$ cat src/rtl/kc_pkg.sv
// Shared types for the keycode event decoder: action encoding, HID keycodes,
// key-to-action map and the event record carried through the FIFO.
package kc_pkg;

  typedef enum logic [1:0] {
    ACT_LEFT   = 2'd0,
    ACT_RIGHT  = 2'd1,
    ACT_JUMP   = 2'd2,
    ACT_ATTACK = 2'd3
  } action_e;

  localparam logic [7:0] KC_NONE  = 8'h00;
  localparam logic [7:0] KC_A     = 8'h04;
  localparam logic [7:0] KC_D     = 8'h07;
  localparam logic [7:0] KC_W     = 8'h1A;
  localparam logic [7:0] KC_SPACE = 8'h2C;
  localparam logic [7:0] KC_J     = 8'h0D;

  typedef struct packed {
    logic    valid;
    action_e action;
  } keymap_t;

  typedef struct packed {
    logic    is_press;
    action_e action;
  } evt_t;

  // Unmapped codes (including KC_NONE) return valid=0.
  function automatic keymap_t map_key(input logic [7:0] kc);
    keymap_t m;
    m.valid  = 1'b1;
    m.action = ACT_LEFT;
    case (kc)
      KC_A:     m.action = ACT_LEFT;
      KC_D:     m.action = ACT_RIGHT;
      KC_W:     m.action = ACT_JUMP;
      KC_SPACE: m.action = ACT_JUMP;
      KC_J:     m.action = ACT_ATTACK;
      default:  m.valid  = 1'b0;
    endcase
    return m;
  endfunction

endpackage

$ cat src/rtl/kc_event_fifo.sv
// Small circular event FIFO with valid/ready read side and a full flag.
// Depth must be a power of two so the pointers wrap by natural overflow.
module kc_event_fifo
  import kc_pkg::*;
#(
  parameter int DEPTH = 4
) (
  input  logic       clk_i,
  input  logic       rst_i,
  input  logic       push_i,
  input  logic [2:0] data_i,
  input  logic       pop_i,
  output logic       valid_o,
  output logic [2:0] data_o,
  output logic       full_o
);

  localparam int AW = (DEPTH > 1) ? $clog2(DEPTH) : 1;
  localparam int CW = $clog2(DEPTH + 1);

  evt_t          mem_q [DEPTH];
  logic [AW-1:0] wr_q, wr_d;
  logic [AW-1:0] rd_q, rd_d;
  logic [CW-1:0] cnt_q, cnt_d;
  logic          do_push;
  logic          do_pop;

  assign valid_o = (cnt_q != '0);
  assign full_o  = (cnt_q == CW'(DEPTH));
  assign do_pop  = pop_i && valid_o;
  // A full FIFO still accepts a push when the head leaves in the same cycle.
  assign do_push = push_i && (!full_o || do_pop);
  assign data_o  = valid_o ? mem_q[rd_q] : 3'b000;

  always_comb begin
    wr_d  = wr_q;
    rd_d  = rd_q;
    cnt_d = cnt_q;
    if (do_push) wr_d = wr_q + AW'(1);
    if (do_pop)  rd_d = rd_q + AW'(1);
    if (do_push && !do_pop)      cnt_d = cnt_q + CW'(1);
    else if (!do_push && do_pop) cnt_d = cnt_q - CW'(1);
  end

  always_ff @(posedge clk_i) begin
    if (rst_i) begin
      wr_q  <= '0;
      rd_q  <= '0;
      cnt_q <= '0;
    end else begin
      wr_q  <= wr_d;
      rd_q  <= rd_d;
      cnt_q <= cnt_d;
    end
  end

  always_ff @(posedge clk_i) begin
    if (do_push) mem_q[wr_q] <= evt_t'(data_i);
  end

endmodule

$ cat src/rtl/keycode_event_decoder.sv
// Debounces the SoC keycode PIO, maps it to game actions and reports held
// levels, per-frame press/release masks and an ordered event stream.
module keycode_event_decoder
  import kc_pkg::*;
#(
  parameter int DEBOUNCE_CYC = 16,
  parameter int FIFO_DEPTH   = 4
) (
  input  logic       Clk,
  input  logic       Reset,
  input  logic [7:0] keycode,
  input  logic       frame_vs,
  output logic [3:0] held,
  output logic [3:0] press_frame,
  output logic [3:0] release_frame,
  output logic       frame_tick,
  output logic       evt_valid,
  output logic [2:0] evt_data,
  input  logic       evt_ready,
  output logic       evt_overflow
);

  localparam logic [1:0] ST_IDLE     = 2'd0;
  localparam logic [1:0] ST_DEBOUNCE = 2'd1;
  localparam logic [1:0] ST_EMIT_REL = 2'd2;
  localparam logic [1:0] ST_EMIT_PRS = 2'd3;

  localparam logic [7:0] DEB_LAST = 8'(DEBOUNCE_CYC - 1);

  logic [1:0] state_q, state_d;
  logic [7:0] acc_q, acc_d;
  logic [7:0] cand_q, cand_d;
  logic [7:0] old_q, old_d;
  logic [7:0] cnt_q, cnt_d;
  logic [3:0] held_q, held_d;
  logic [3:0] pacc_q, pacc_d;
  logic [3:0] racc_q, racc_d;
  logic [3:0] pf_q, pf_d;
  logic [3:0] rf_q, rf_d;
  logic       tick_q;
  logic       vs_q;
  logic       ovf_q, ovf_d;

  keymap_t    m_old, m_new;
  logic [3:0] prs_ev, rel_ev;
  logic       push;
  evt_t       push_ev;
  logic       fifo_full;
  logic       fifo_valid;
  logic       fall;

  assign m_old = map_key(old_q);
  assign m_new = map_key(acc_q);
  assign fall  = vs_q && !frame_vs;

  always_comb begin
    state_d = state_q;
    acc_d   = acc_q;
    cand_d  = cand_q;
    old_d   = old_q;
    cnt_d   = cnt_q;
    held_d  = held_q;
    prs_ev  = 4'b0000;
    rel_ev  = 4'b0000;
    push    = 1'b0;
    push_ev = '0;

    case (state_q)
      ST_IDLE: begin
        if (keycode != acc_q) begin
          state_d = ST_DEBOUNCE;
          cand_d  = keycode;
          cnt_d   = 8'd1;
        end
      end
      ST_DEBOUNCE: begin
        // Bouncing back to the accepted code abandons the candidate silently.
        if (keycode == acc_q) begin
          state_d = ST_IDLE;
        end else if (keycode != cand_q) begin
          cand_d = keycode;
          cnt_d  = 8'd1;
        end else if (cnt_q >= DEB_LAST) begin
          old_d   = acc_q;
          acc_d   = cand_q;
          state_d = ST_EMIT_REL;
        end else begin
          cnt_d = cnt_q + 8'd1;
        end
      end
      ST_EMIT_REL: begin
        if (m_old.valid && !(m_new.valid && (m_new.action == m_old.action))) begin
          push                  = 1'b1;
          push_ev.is_press      = 1'b0;
          push_ev.action        = m_old.action;
          held_d[m_old.action]  = 1'b0;
          rel_ev[m_old.action]  = 1'b1;
        end
        state_d = ST_EMIT_PRS;
      end
      default: begin
        if (m_new.valid && !(m_old.valid && (m_old.action == m_new.action))) begin
          push                  = 1'b1;
          push_ev.is_press      = 1'b1;
          push_ev.action        = m_new.action;
          held_d[m_new.action]  = 1'b1;
          prs_ev[m_new.action]  = 1'b1;
        end
        state_d = ST_IDLE;
      end
    endcase
  end

  // Boundary-cycle events land in the freshly cleared accumulators.
  always_comb begin
    pf_d   = pf_q;
    rf_d   = rf_q;
    pacc_d = pacc_q | prs_ev;
    racc_d = racc_q | rel_ev;
    if (fall) begin
      pf_d   = pacc_q;
      rf_d   = racc_q;
      pacc_d = prs_ev;
      racc_d = rel_ev;
    end
    ovf_d = ovf_q | (push && fifo_full && !(evt_ready && fifo_valid));
  end

  always_ff @(posedge Clk) begin
    if (Reset) begin
      state_q <= ST_IDLE;
      acc_q   <= KC_NONE;
      cand_q  <= KC_NONE;
      old_q   <= KC_NONE;
      cnt_q   <= 8'd0;
      held_q  <= 4'b0000;
      pacc_q  <= 4'b0000;
      racc_q  <= 4'b0000;
      pf_q    <= 4'b0000;
      rf_q    <= 4'b0000;
      tick_q  <= 1'b0;
      vs_q    <= 1'b1;
      ovf_q   <= 1'b0;
    end else begin
      state_q <= state_d;
      acc_q   <= acc_d;
      cand_q  <= cand_d;
      old_q   <= old_d;
      cnt_q   <= cnt_d;
      held_q  <= held_d;
      pacc_q  <= pacc_d;
      racc_q  <= racc_d;
      pf_q    <= pf_d;
      rf_q    <= rf_d;
      tick_q  <= fall;
      vs_q    <= frame_vs;
      ovf_q   <= ovf_d;
    end
  end

  kc_event_fifo #(
    .DEPTH (FIFO_DEPTH)
  ) u_fifo (
    .clk_i   (Clk),
    .rst_i   (Reset),
    .push_i  (push),
    .data_i  (push_ev),
    .pop_i   (evt_ready),
    .valid_o (fifo_valid),
    .data_o  (evt_data),
    .full_o  (fifo_full)
  );

  assign held          = held_q;
  assign press_frame   = pf_q;
  assign release_frame = rf_q;
  assign frame_tick    = tick_q;
  assign evt_valid     = fifo_valid;
  assign evt_overflow  = ovf_q;

endmodule

$ cat config.mk
export PLATFORM = sky130hd
export DESIGN_NAME = keycode_event_decoder
export DESIGN_NICKNAME = d
export VERILOG_FILES = /design/src/rtl/kc_pkg.sv /design/src/rtl/kc_event_fifo.sv /design/src/rtl/keycode_event_decoder.sv
export SDC_FILE = /design/constraint.sdc
export NUM_CORES = 1
export LEC_CHECK = 0
export BUFFER_PORTS_ARGS = -buffer_cell sky130_fd_sc_hd__buf_2
export CAP_MARGIN = 30
export CORE_ASPECT_RATIO = 1.75
export CORE_UTILIZATION = 30
export CTS_CLUSTER_DIAMETER = 40
export DETAILED_ROUTE_END_ITERATION = 16
export GPL_ROUTABILITY_DRIVEN = 0
export PLACE_DENSITY = 0.48
export SYNTH_ARGS = -nofsm -noshare
export SYNTH_HDL_FRONTEND = slang
export SYNTH_SLANG_ARGS = --single-unit
$ cat constraint.sdc
create_clock -name Clk -period 6.1 [get_ports Clk]
set_input_delay 0.915 -clock Clk [delete_from_list [all_inputs] [get_ports Clk]]
set_output_delay 0.915 -clock Clk [all_outputs]
set_load 0.005 [all_outputs]
==> metrics.md <==
| Metric | Value |
|---|---|
| DR WL/cell | `14.6 um` |
| Synth area leaders | `dfxtp_1, edfxtp_1, mux2i_1, nor2_1, xor2_1` |
| Cells after synthesis | `353` |
| CP required | `6.37 ns` |
| Root Driver | `clkbuf_16` |
| Antenna violations before repair | `0` |
| Slew Viols, Final | `0` |
| Total negative setup slack | `0 ns` |
| Peak supply drop | `0.140 mV` |
| Die area | `12100 um2` |
| Final hold violations | `0` |
| # clock sinks | `78` |
| Post-synth EDFFs | `12` |
| Register area share after synthesis | `0.480` |
| Hold slack | `0.448 ns` |
| Run status | `finished, final reports clean` |
| HPWL Detailed | `5580 um` |
| Die Ht | `145 um` |
| Fin crit share | `0.609` |
| I/O pins | `30` |
| Area Overhead vs Synth | `15.5%` |
| Hold Crit Class | `reg2reg` |
| Port Buffers | `29` |
| Critical path type | `reg2reg` |
| WL final | `7540 um` |
| Most frequent cell after synthesis | `dfxtp_1` |
| Fmax | `0.269 GHz` |
| Mean Syn Cell Area | `9.92 um2` |
| Total Nets Final | `397` |
| Area leader, netlist | `dfxtp_1` |
| P_leak | `1.73 nW` |
| Share of layout cells above drive strength 1 | `0.162` |
| Cells along the critical path | `nor3b_1 -> nand2_1 -> o21ai_0 -> a22oi_1 -> a31oi_4 -> and2b_1 -> ha_1 -> inv_1 -> fa_1 -> xor2_1 -> or3_1 -> a21oi_1` |
| CP delay by family, top | `compound AO/OA/AOI/OAI gates` |
| CP Capture Type | `register` |
| CP max FO | `8` |
| Total gr overflow | `0` |
| Diode count | `0` |
| Minimum clock period | `3.71 ns` |
| Synth warnings | `0` |
| CTS H-tree depth | `3` |
| Largest net degree at the start of global routing | `67` |
| CTS tree | `yes` |
| Worst slew pin tran | `0.945 ns` |
| Initial Utilization | `0.312` |
| Clock Latency Late Sink | `0.34 ns` |
| Floorplan die width | `83.7 um` |
| Critical path's slowest cell | `o21ai_0` |
| Startpoint types | `register` |
| Synth top area share | `0.377` |
| Asr flop ratio synth | `0` |
| Vias | `2521` |
| First-pass GRT wire length | `12700 um` |
| Final setup vio count | `0` |
| Filler instances | `1167` |
| Gr usage total | `0.133` |
| RSZ-0062 raised after global routing | `false` |
| Vias in the first global route | `2555` |
| Clock slew at reported path FFs | `0.06 ns` |
| Post-CTS setup buffer count | `0` |
| Post-CTS resize count | `0` |
| Drt drc | `0` |
| Cell variety after synth | `55` |
| CP arrival | `3.98 ns` |
| Flops & latches, synth | `78` |
| Slowest stage delay, CP | `0.57 ns` |
| Clock Skews | `0.00537 ns` |
| Detail Route Antenna Nets | `0` |
| Via-per-instance ratio | `4.90` |
| Hold_buf cts | `0` |
| Dominant synthesized flop cell | `dfxtp_1` |
| Synth Net Count | `372` |
| DRT iter0 DRCs | `113` |
| Cell Area, Synth | `3500 um2` |
| Rows | `51` |
| Max-cap violations | `0` |
| Tot Pwr | `0.00109 W` |
| TritonCTS buffer count | `9` |
| DRT Pass-1 Iters | `4` |
| Pwr/cell area | `270 nW/um2` |
| Top post-synthesis cells by count | `dfxtp_1, nor2_1, nand2_1, mux2i_1, a21oi_1` |
| Final Util | `0.360` |
| CP bufs+invs | `1` |
| Placed insts | `499` |
| Final std cells w/o fill | `515` |
| Slew margin rel. | `0.368` |
| Core Box Area | `11200 um2` |
| Clk buf depth | `2` |
==> logic make-up (layout without fill, tap and decap cells) <==
family / Yosys count / after routing / share of synthesized area
buf+inv: 25 / 55 / 0.0340
xor+xnor: 25 / 25 / 0.0625
mux: 31 / 31 / 0.101
simple gates: 140 / 140 / 0.204
compound gates: 47 / 47 / 0.0915
flops: 78 / 78 / 0.480
fa+ha+maj: 7 / 7 / 0.0272
==> path summary, 6_finish.rpt <==
kind,cells after the start,to,from,slack (ns)
min reg2reg,2,press_frame[3],pacc_q[3],0.45
min,2,press_frame[3],pacc_q[3],0.45
max reg2reg,12,u_fifo.cnt_q[2],acc_q[2],2.39
max,12,u_fifo.cnt_q[2],acc_q[2],2.39
==> worst min-delay path, delay by kind of cell (launching register included) <==
family | cells | cell delay (ns)
AO/OA/AOI/OAI | 1 | 0.05
AND/OR/NAND/NOR | 1 | 0.05
flip-flops | 1 | 0.31
==> sequential cells by signal, summed over array words and instances, names as in the netlist, named ones only <==
signal         cells
u_fifo.mem_q      12
acc_q              8
cand_q             8
cnt_q              8
old_q              8
held               4
pacc_q             4
press_frame        4
racc_q             4
release_frame      4
u_fifo.cnt_q       3
state_q            2
u_fifo.rd_q        2
u_fifo.wr_q        2
evt_overflow       1
frame_tick         1
vs_q               1
==> report_power, final <==
part           switching [W]  internal (W)   total, W
clock               0.000208      0.000324   0.000532
sequential        0.00000405      0.000525   0.000529
combinational      0.0000196     0.0000118  0.0000314
==> layout make-up <==
cell class                 count  area (um2)  share of cell area
clock inverter                 4        26.3             0.00650
multi-input combinational    250        1700               0.421
sequential                    78        1680               0.416
inverter                       8        30.0             0.00743
clock buffer                  12         279              0.0690
timing repair buffer          31         160              0.0396
tap                          132         165              0.0409
==> layout by cell type (no fill, tap or decap), types with 8 or more instances in the layout <==
cell,synthesis,routed
mux2i_1,27,27
xnor2_1,9,9
nor3_1,8,8
buf_2,2,29
a21oi_1,24,24
inv_1,8,8
nand2_1,31,31
xor2_1,16,16
nor2_1,46,46
edfxtp_1,12,12
dfxtp_1,66,66
clkbuf_16,0,11
==> metal layers <==
metal | global-route usage | share of wire | up-vias
met3 | 0.0347 | 0.031 | 11
met5 | 0 | 0 | -
li1 | - | - | 1277
met1 | 0.131 | 0.38 | 1201
met2 | 0.257 | 0.57 | 32
met4 | 0.0551 | 0.019 | 0
==> per-stage QoR <==
stage | area (um2) | setup slack (ns)
after floorplan | 3500 | 2.80
after global placement | 3740 | 2.55
after detailed placement | 3740 | 2.45
after CTS | 4040 | 2.39
after global routing | 4040 | 2.12
final | 4040 | 2.39
(Power assumes the default switching activity.)
